## src/rtl/led_arb_pkg.sv

```systemverilog
// Shared types and the round-robin helper for the LED bank arbiter.
package led_arb_pkg;

  localparam int unsigned LED_W   = 4;
  localparam int unsigned MAX_REQ = 8;
  localparam int unsigned IDX_W   = 3;

  typedef enum logic [1:0] {
    IDLE   = 2'd0,
    OWN    = 2'd1,
    LINGER = 2'd2
  } arb_state_e;

  typedef struct packed {
    logic             valid;
    logic [IDX_W-1:0] idx;
  } rr_pick_t;

  // Search starts at last+1 and wraps at n, so the previous owner is considered last.
  function automatic rr_pick_t rr_pick(input logic [MAX_REQ-1:0] req,
                                       input logic [IDX_W-1:0]   last,
                                       input int unsigned        n);
    rr_pick_t    res;
    int unsigned cand;
    res = '0;
    for (int unsigned k = 1; k <= MAX_REQ; k++) begin
      cand = 32'(last) + k;
      if (cand >= n) begin
        cand = cand - n;
      end
      if ((k <= n) && !res.valid && req[cand[IDX_W-1:0]]) begin
        res.valid = 1'b1;
        res.idx   = cand[IDX_W-1:0];
      end
    end
    return res;
  endfunction

endpackage

```

## src/rtl/led_tick_gen.sv

```systemverilog
// Free-running prescaler: one-cycle tick every CLK_HZ/TICK_HZ clocks.
module led_tick_gen #(
  parameter int unsigned CLK_HZ  = 33333333,
  parameter int unsigned TICK_HZ = 1000
) (
  input  logic clk,
  input  logic resetn,
  output logic tick
);

  localparam int unsigned TICK_DIV = CLK_HZ / TICK_HZ;
  localparam int unsigned CNT_W    = (TICK_DIV > 1) ? $clog2(TICK_DIV) : 1;

  logic [CNT_W-1:0] r_cnt;
  logic             w_wrap;

  assign w_wrap = (r_cnt == CNT_W'(TICK_DIV - 1));
  assign tick   = w_wrap;

  always_ff @(posedge clk or negedge resetn) begin
    if (!resetn) begin
      r_cnt <= '0;
    end else if (w_wrap) begin
      r_cnt <= '0;
    end else begin
      r_cnt <= r_cnt + CNT_W'(1);
    end
  end

endmodule

```

## src/rtl/led_bank_arbiter.sv

```systemverilog
// Round-robin owner of the 4-bit LED bank with a minimum hold time and an idle heartbeat.
module led_bank_arbiter
  import led_arb_pkg::*;
#(
  parameter int unsigned NREQ       = 4,
  parameter int unsigned CLK_HZ     = 33333333,
  parameter int unsigned TICK_HZ    = 1000,
  parameter int unsigned HOLD_TICKS = 250,
  parameter int unsigned HB_TICKS   = 500
) (
  input  logic                    clk,
  input  logic                    resetn,
  input  logic [NREQ-1:0]         req,
  input  logic [LED_W*NREQ-1:0]   pat,
  output logic [NREQ-1:0]         grant,
  output logic                    busy,
  output logic [LED_W-1:0]        led
);

  localparam int unsigned HOLD_W = (HOLD_TICKS > 0) ? $clog2(HOLD_TICKS + 1) : 1;
  localparam int unsigned HB_W   = (HB_TICKS > 1) ? $clog2(HB_TICKS) : 1;

  arb_state_e         r_state, w_state_d;
  logic [NREQ-1:0]    r_grant, w_grant_d;
  logic [LED_W-1:0]   r_led, w_led_d;
  logic               r_busy;
  logic [HOLD_W-1:0]  r_hold, w_hold_d, w_hold_dec;
  logic [IDX_W-1:0]   r_last, w_last_d;
  logic               r_hb, w_hb_d, w_hb_wrap;
  logic [HB_W-1:0]    r_hb_cnt;

  logic               w_tick;
  logic [MAX_REQ-1:0] w_req_ext;
  rr_pick_t           w_pick;
  logic [NREQ-1:0]    w_win_grant;
  logic [LED_W-1:0]   w_win_pat, w_owner_pat, w_hb_led;
  logic               w_owner_req;
  logic               w_rearb;

  led_tick_gen #(
    .CLK_HZ  (CLK_HZ),
    .TICK_HZ (TICK_HZ)
  ) u_tick_gen (
    .clk    (clk),
    .resetn (resetn),
    .tick   (w_tick)
  );

  assign w_hb_wrap = w_tick && (r_hb_cnt == HB_W'(HB_TICKS - 1));
  assign w_hb_d    = r_hb ^ w_hb_wrap;
  assign w_hb_led  = {{(LED_W-1){1'b0}}, w_hb_d};

  always_ff @(posedge clk or negedge resetn) begin
    if (!resetn) begin
      r_hb     <= 1'b0;
      r_hb_cnt <= '0;
    end else begin
      r_hb <= w_hb_d;
      if (w_hb_wrap) begin
        r_hb_cnt <= '0;
      end else if (w_tick) begin
        r_hb_cnt <= r_hb_cnt + HB_W'(1);
      end
    end
  end

  // Decode the current owner and the round-robin winner into patterns and masks.
  always_comb begin
    w_req_ext            = '0;
    w_req_ext[NREQ-1:0]  = req;
    w_pick               = rr_pick(w_req_ext, r_last, NREQ);
    w_win_grant          = '0;
    w_win_pat            = '0;
    w_owner_pat          = '0;
    w_owner_req          = 1'b0;
    for (int i = 0; i < int'(NREQ); i++) begin
      if (w_pick.idx == IDX_W'(i)) begin
        w_win_grant[i] = 1'b1;
        w_win_pat      = pat[LED_W*i +: LED_W];
      end
      if (r_last == IDX_W'(i)) begin
        w_owner_pat = pat[LED_W*i +: LED_W];
        w_owner_req = req[i];
      end
    end
  end

  assign w_hold_dec = (w_tick && (r_hold != '0)) ? r_hold - HOLD_W'(1) : r_hold;

  always_comb begin
    w_state_d = r_state;
    w_grant_d = r_grant;
    w_led_d   = r_led;
    w_last_d  = r_last;
    w_hold_d  = w_hold_dec;
    w_rearb   = 1'b0;
    case (r_state)
      IDLE: begin
        w_led_d = w_hb_led;
        w_rearb = 1'b1;
      end
      OWN: begin
        w_led_d = w_owner_pat;
        // Expiry wins over an owner drop on the same cycle.
        if (r_hold == '0) begin
          w_rearb = 1'b1;
        end else if (!w_owner_req) begin
          w_state_d = LINGER;
          w_led_d   = r_led;
        end
      end
      LINGER: begin
        if (r_hold == '0) begin
          w_rearb = 1'b1;
        end else if (w_owner_req) begin
          w_state_d = OWN;
          w_led_d   = w_owner_pat;
        end
      end
      default: begin
        w_state_d = IDLE;
        w_grant_d = '0;
      end
    endcase

    if (w_rearb) begin
      if (w_pick.valid) begin
        w_state_d = OWN;
        w_grant_d = w_win_grant;
        w_led_d   = w_win_pat;
        w_hold_d  = HOLD_W'(HOLD_TICKS);
        w_last_d  = w_pick.idx;
      end else begin
        w_state_d = IDLE;
        w_grant_d = '0;
        w_led_d   = w_hb_led;
      end
    end
  end

  always_ff @(posedge clk or negedge resetn) begin
    if (!resetn) begin
      r_state <= IDLE;
      r_grant <= '0;
      r_led   <= '0;
      r_busy  <= 1'b0;
      r_hold  <= '0;
      r_last  <= IDX_W'(NREQ - 1);
    end else begin
      r_state <= w_state_d;
      r_grant <= w_grant_d;
      r_led   <= w_led_d;
      r_busy  <= (w_state_d != IDLE);
      r_hold  <= w_hold_d;
      r_last  <= w_last_d;
    end
  end

  assign grant = r_grant;
  assign busy  = r_busy;
  assign led   = r_led;

endmodule
```

## config.mk

```make
export PLATFORM = sky130hd
export DESIGN_NAME = led_bank_arbiter
export DESIGN_NICKNAME = d
export VERILOG_FILES = /design/src/rtl/led_arb_pkg.sv /design/src/rtl/led_tick_gen.sv /design/src/rtl/led_bank_arbiter.sv
export SDC_FILE = /design/constraint.sdc
export NUM_CORES = 1
export LEC_CHECK = 0
export ABC_AREA = 1
export BUFFER_PORTS_ARGS = -buffer_cell sky130_fd_sc_hd__clkbuf_2
export CORE_ASPECT_RATIO = 0.8
export CORE_UTILIZATION = 35
export CTS_CLUSTER_SIZE = 12
export DETAILED_ROUTE_END_ITERATION = 7
export SLEW_MARGIN = 15
export SYNTH_ARGS = -nofsm -noshare
export SYNTH_HDL_FRONTEND = slang
export SYNTH_SLANG_ARGS = --single-unit
```

## constraint.sdc

```tcl
create_clock -name clk -period 2.3 [get_ports clk]
set_input_delay 0.23 -clock clk [delete_from_list [all_inputs] [get_ports clk]]
set_output_delay 0.23 -clock clk [all_outputs]
set_load 0.005 [all_outputs]
```

## After elaboration in Yosys (flattened, before gate mapping)

Cells that the tools add are included.

- Flip-flop bits (word level): 48
- Latch bits: 0
- RAM bits: 0
- Memory bits (read-only): 0
- Input bits: 22
- Output and inout port bits: 9
- Word-level logic and storage cells: 117
- Memories: 0

- $add $sub $neg: 11
- Multipliers: 0
- Div/mod/pow operators: 0
- $lt $le $gt $ge: 8
- Equal/unequal tests: 12
- Shift-type cells: 0
- Muxes and demuxes: 56
- Bitwise logic cells: 1
- Reductions and logical operators: 20

Operators by type and width:

| operator | number |
|---|---|
| 4-bit two-way mux | 20 |
| 8-bit two-way mux | 3 |
| 9-bit two-way mux | 2 |
| 16-bit by 1-bit adder with 16-bit output (second input constant) | 1 |
| 16-bit == test (second input constant) | 1 |
| 4-bit by 3-bit >= comparator with 1-bit output (second input constant) | 4 |
| 3-bit by 4-bit < comparator with 1-bit output (second input constant) | 4 |
| 16-bit two-way mux | 1 |
| 1-bit two-way mux | 14 |
| 1-bit binary-select mux with 3-bit select | 4 |
| 3-bit by 2-bit == test with 1-bit output (second input constant) | 4 |
| 3-bit two-way mux | 4 |
| 4-bit one-hot mux with 3 select lines | 1 |
| 3-bit subtractor (second input constant) | 4 |
| 2-bit two-way mux | 5 |
| 9-bit by 1-bit adder with 9-bit output (second input constant) | 1 |
| 9-bit == test (second input constant) | 1 |
| 3-bit by 2-bit adder with 4-bit output (second input constant) | 2 |
| 8-bit logical NOT | 1 |
| 8-bit nonzero test | 1 |
| 8-bit by 1-bit subtractor with 8-bit output (second input constant) | 1 |
| 3-bit by 1-bit == test with 1-bit output (second input constant) | 2 |
| 3-bit logical NOT | 2 |
| 2-bit one-hot mux with 3 select lines | 1 |
| other kinds (16) | 24 |

## Longest topological paths before layout

- Depth after elaboration: 22
- Gate-level depth with buffers: 19
- Gate-level depth less buffers: 17

## Modules after synthesis

A second synthesis with hierarchy kept.

- Cell total of the unflattened synthesis: 480
- Area, all modules: 3415.8 µm²

By module, submodules not included:

| module | instances | cells an instance | area each (µm²) | sequential area each (µm²) |
|---|---|---|---|---|
| led_bank_arbiter | 1 | 351 | 2462.4 | 803.3 |
| led_tick_gen | 1 | 129 | 953.4 | 400.4 |

## Worst setup path before layout

Ideal clock, no wire load.

- Path kind: register to register
- Start: register r_last[0]
- End: register r_led[1], in the netlist led[1]
- Setup time: 0.117 ns
- Data arrival time: 2.221 ns
- Data required time: 2.183 ns
- Path slack: -0.037 ns
- Stages on the path, launching flop included: 18
- Buffers on the path: 2
- Clock period less this slack: 2.337 ns
- Path through: dfstp_2 buf_6 inv_6 ha_1 inv_1 nand3_2 nand3_4 nand2_4 nor2_4 nand3_2 inv_2 nor2_2 buf_6 or2_0 nand2_1 nor2_1 nor2_1 nor2_1

- Cells in the longest elaborated chain, start to end: 22
- Elaborated cells between the ends (all ways): 60
- Classes of those cells: add/sub (8); order compare (4); eq/ne (6); mux (34); reduce/logical (8)

Ends and longest elaborated chain:

| element | line | source |
|---|---|---|
| start: declaration | led_bank_arbiter.sv:28 | `logic [IDX_W-1:0] r_last, w_last_d;` |
| start signal: assignment | led_bank_arbiter.sv:148 | `r_last <= IDX_W'(NREQ - 1);` |
| start signal: assignment | led_bank_arbiter.sv:155 | `r_last <= w_last_d;` |
| 3-bit by 1-bit adder with 4-bit output | led_arb_pkg.sv:27 | `cand = 32'(last) + k;` |
| 4-bit by 3-bit >= comparator with 1-bit output or 3-bit subtractor (tied branches) | led_arb_pkg.sv:28, led_arb_pkg.sv:29 |  |
| 3-bit two-way mux | led_arb_pkg.sv:28 | `if (cand >= n) begin` |
| 1-bit binary-select mux with 3-bit select | led_arb_pkg.sv:31 | `if ((k <= n) && !res.valid && req[cand[IDX_W-1:0]]) begin` |
| 1-bit two-way mux (not written as such) | led_arb_pkg.sv:31 |  |
| 4-bit two-way mux | led_arb_pkg.sv:31 |  |
| 1-bit logical NOT | led_arb_pkg.sv:31 |  |
| 1-bit logical AND | led_arb_pkg.sv:31 |  |
| (+3 left out) | -- |  |
| 4-bit two-way mux | led_arb_pkg.sv:31 |  |
| 1-bit logical NOT | led_arb_pkg.sv:31 |  |
| 1-bit logical AND | led_arb_pkg.sv:31 |  |
| 4-bit two-way mux | led_arb_pkg.sv:31 |  |
| 3-bit logical NOT | led_bank_arbiter.sv:77 | `if (w_pick.idx == IDX_W'(i)) begin` |
| 4-bit two-way mux (4 in series) | led_bank_arbiter.sv:77 |  |
| 4-bit two-way mux | led_bank_arbiter.sv:127 | `if (w_pick.valid) begin` |
| 4-bit two-way mux (*) | led_bank_arbiter.sv:126 | `if (w_rearb) begin` |
| end signal: assignment | led_bank_arbiter.sv:152 | `r_led <= w_led_d;` |
| end: declaration | led_bank_arbiter.sv:25 | `logic [LED_W-1:0] r_led, w_led_d;` |

Every way passes the cells marked *; elsewhere a longest branch is shown, timed or not. The select of a mux whose other input is x is not followed.
A chain may end at the register's enable or synchronous reset.

## Worst setup path in the final report

- Start: register r_last[0]
- End: register r_grant[3], in the netlist grant[3]

- Cells in the longest elaborated chain, start to end: 19
- Elaborated cells between the ends (all ways): 38
- Classes of those cells: add/sub (8); order compare (4); eq/ne (1); mux (19); reduce/logical (6)

Ends and longest elaborated chain:

| element | line | source |
|---|---|---|
| 3-bit by 1-bit adder with 4-bit output | led_arb_pkg.sv:27 |  |
| 4-bit by 3-bit >= comparator with 1-bit output or 3-bit subtractor (tied branches) | led_arb_pkg.sv:28, led_arb_pkg.sv:29 |  |
| 3-bit two-way mux | led_arb_pkg.sv:28 |  |
| 1-bit binary-select mux with 3-bit select | led_arb_pkg.sv:31 |  |
| 1-bit two-way mux (not written as such) | led_arb_pkg.sv:31 |  |
| 4-bit two-way mux | led_arb_pkg.sv:31 |  |
| 1-bit logical NOT | led_arb_pkg.sv:31 |  |
| 1-bit logical AND | led_arb_pkg.sv:31 |  |
| (+3 left out) | -- |  |
| 4-bit two-way mux | led_arb_pkg.sv:31 |  |
| 1-bit logical NOT | led_arb_pkg.sv:31 |  |
| 1-bit logical AND | led_arb_pkg.sv:31 |  |
| 4-bit two-way mux (*) | led_arb_pkg.sv:31 |  |
| 3-bit by 2-bit == test with 1-bit output | led_bank_arbiter.sv:77 |  |
| 1-bit two-way mux | led_bank_arbiter.sv:77 |  |
| 4-bit two-way mux (*) | led_bank_arbiter.sv:127 |  |
| 4-bit two-way mux (*) | led_bank_arbiter.sv:126 |  |
| end signal: assignment | led_bank_arbiter.sv:151 | `r_grant <= w_grant_d;` |
| end: declaration | led_bank_arbiter.sv:24 | `logic [NREQ-1:0] r_grant, w_grant_d;` |

Marked as above.

==> impl_metrics.csv <==
group,metric,value,unit
timing,slew_viol_final,0,
logic_synthesis,ys_warn_count,0,
pwr,p_leak,2.17,nW
logic_synthesis,yosys-top-cells-count,"nand2_1, inv_1, nor2_1, dfrtp_1, nand3_1",
global_routing,grt_pass1_vias,2850,
logic_synthesis,syn_avg_cell_area,7.27,um^2
clock_tree,worstSkewPairLatency,280,ps
drt,drc,6,
finish,areaGrowthSynthToFinish,28.1,%
finish,fin_cells,654,
timing,whs,303,ps
min_path,hold_class,"input port to flip-flop",
timing,post-route-period-util,105,%
die,core-area,9150,um^2
die,io_pins,31,
logic_synthesis,ys_types,44,
global_routing,grt_use_total,16.1,%
finish,fillers,901,
clock_tree,numCtsBuffers,5,
drt,viasPerCell,4.77,
finish,multi_input_area,1940,um^2
logic_synthesis,yosysMostFrequentCell,"nand2_1",
status,status,"finished, violations left",
logic_synthesis,netlist_instances,458,
logic_synthesis,synthArstFlopShare,100,%
finish,final_nets,576,
drt,drtIter0Drc,208,
critical_path,critPathRequiredTime,2480,ps
placement,place_inst,634,
global_routing,antenna_found_initial,0,
logic_synthesis,synth-xor-area-share,2.85,%
timing,fin_skew,7.76,ps
placement,place.gp.congestion,0.921,
critical_path,start_kind,"flip-flop",
critical_path,worstSetupPathType,"flip-flop to flip-flop",
timing,setup_slack,-115,ps
logic_synthesis,synth-compound-area-share,10.1,%
logic_synthesis,yosysSeqAreaShare,36.1,%
pwr,irDropWorstVdd,617,uV
clock_tree,cts-root-buf,"clkbuf_16",
placement,hpwlAfterDp,6.06,mm
die,die_y,89.3,um
logic_synthesis,synthMuxAreaShare,0,%
drt,vias,3122,
die,num_rows,31,
die,fp.dieW,111,um
drt,totalWireLength,7.95,mm
logic_synthesis,synthFlopType,"dfrtp_1",
global_routing,overflow,0,
timing,setup_viol,5,
timing,fmax,414,MHz
logic_synthesis,yosysTopAreaCell,"dfrtp_1",
clock_tree,clk_pin_slew,70,ps
job,cap_violations,0,
logic_synthesis,synth-edff-count,0,
drt,antenna_violating_nets_post_route,0,
critical_path,crit_path_end_kind,"flip-flop",
die,die-area,9910,um^2
die,initial_core_util,36.4,%
logic_synthesis,syn_nets,496,
drt,wl_per_cell,12.2,um
timing,slew_headroom,66.7,%
clock_tree,htree_levels,2,
finish,diodes,0,
logic_synthesis,ys_ff_latch,48,
logic_synthesis,synth_top_family_by_area,"simple AND/OR/NAND/NOR gates",
critical_path,worstPathMaxFanout,7,
global_routing,grt_max_degree,49,
timing,finalCriticalPeriod,2420,ps
logic_synthesis,synthAdderAreaFrac,6.01,%
clock_tree,numClockSinks,48,
placement,io_buffers,30,
logic_synthesis,synth_top_cell_area_share,34.6,%
status,violations,"DRC, setup timing",
timing,worstMarginPinSlew,498,ps
logic_synthesis,synthTopCellsByArea,"dfrtp_1, nand2_1, inv_1",
logic_synthesis,synthesis.area,3330,um^2
critical_path,crit_arrival,2600,ps
logic_synthesis,yosys.area_share.simple,35.5,%
global_routing,grt_pass1_wl,12.9,mm
timing,rsz0062_at_grt,"yes",
timing,hold_violations,0,
finish,regArea,1200,um^2
drt,dr.pass1.iters,6,
clock_tree,clock_path_buffers,2,
pwr,power.density,1330,nW/um^2
clock_tree,cts_tree,"yes",
finish,drive_gt1_share,25.8,%
worst paths after layout:
kind                       startpoint                   to  slack (ps)  depth (start not counted)
max in group asynchronous      resetn            r_last[1]        1550                          3
min                           pat[13]               led[1]         300                          5
min in group asynchronous      resetn  u_tick_gen.r_cnt[9]         470                          3
max                         r_last[0]             grant[3]        -120                         18
max reg2reg                 r_last[0]             grant[3]        -120                         18
min reg2reg                 r_hold[7]            r_hold[7]         490                          2
metrics by stage:
stage / power, mW / cell area [um^2] / setup slack (ps) / setup TNS [ps] / utilization, %
6_report: 5.69 / 4270 / -115 / -451 / 46.6
5_1_grt: 6.15 / 4270 / -269 / -1540 / 46.6
4_1_cts: 5.44 / 4190 / -19.4 / -47.1 / 45.7
3_5_place_dp: 4.25 / 3890 / -122 / -546 / 42.5
3_3_place_gp: 4.20 / 3890 / -31.5 / -132 / 42.5
2_1_floorplan: 3.10 / 3340 / 97.6 / 0 / -
sequential cells by signal, indices dropped and copies added (netlist names):
| signal | cells |
|---|---|
| led | 4 |
| u_tick_gen.r_cnt | 16 |
| busy | 1 |
| r_hb_cnt | 9 |
| r_hold | 8 |
| r_state | 2 |
| r_last | 3 |
| grant | 4 |
| r_hb | 1 |
cell families after synthesis:
group,Yosys count
AO/OA/AOI/OAI,58
AND/OR/NAND/NOR,248
adder cells (fa/ha/maj),16
flip-flops,48
XOR/XNOR,10
buffers and inverters,78
final cells by class:
type                       instances  share of cell area, %
sequential                        48                   28.2
timing repair buffer              76                   12.6
inverter                          75                   6.86
tap                              115                   3.37
clock buffer                       6                   3.26
multi-input combinational        332                   45.5
clock inverter                     2                  0.235
worst max-delay path: stages (launching register included):
cell	delay, ps
dfstp_2	570
buf_12	120
inv_8	30
ha_4	290
inv_4	50
nand3_2	60
nand2_2	70
nor2_4	150
buf_6	120
nor2_4	40
nand3_4	50
inv_2	40
nor2_4	200
buf_6	140
nor3_4	40
buf_4	130
buf_4	120
inv_1	40
nand2_1	40
cells in the final DEF, fill, tap and decap left out, drive strengths merged, types with 21 or more instances in the layout:
cell	count
inv	74
nand3	47
a21oi	21
buf	45
nor2	51
o21ai	26
dfrtp	46
clkbuf	36
nand2	110
metal layers:
layer	GRT usage, %	vias up	wire, um
met3	2.64	6	261
met1	23.2	1417	4170
met2	25.4	52	3440
met5	0	-	0
met4	4.18	0	81
li1	-	1647	-
repair_timing:
action	4_1_cts	5_1_grt
setup endpoints to repair	8	17
buffers inserted	8	5
hold buffers	1	0
resized for setup	19	17
pin swaps	12	28
hold endpoints to repair	46	0
power breakdown:
part	switching [mW]	internal, mW	leakage (nW)
clock network	0.312	0.429	0.0766
logic	2.15	1.75	1.49
registers	0.0882	0.968	0.605
total	2.55	3.14	2.17
Note: power is estimated with default switching activity, not from simulation.
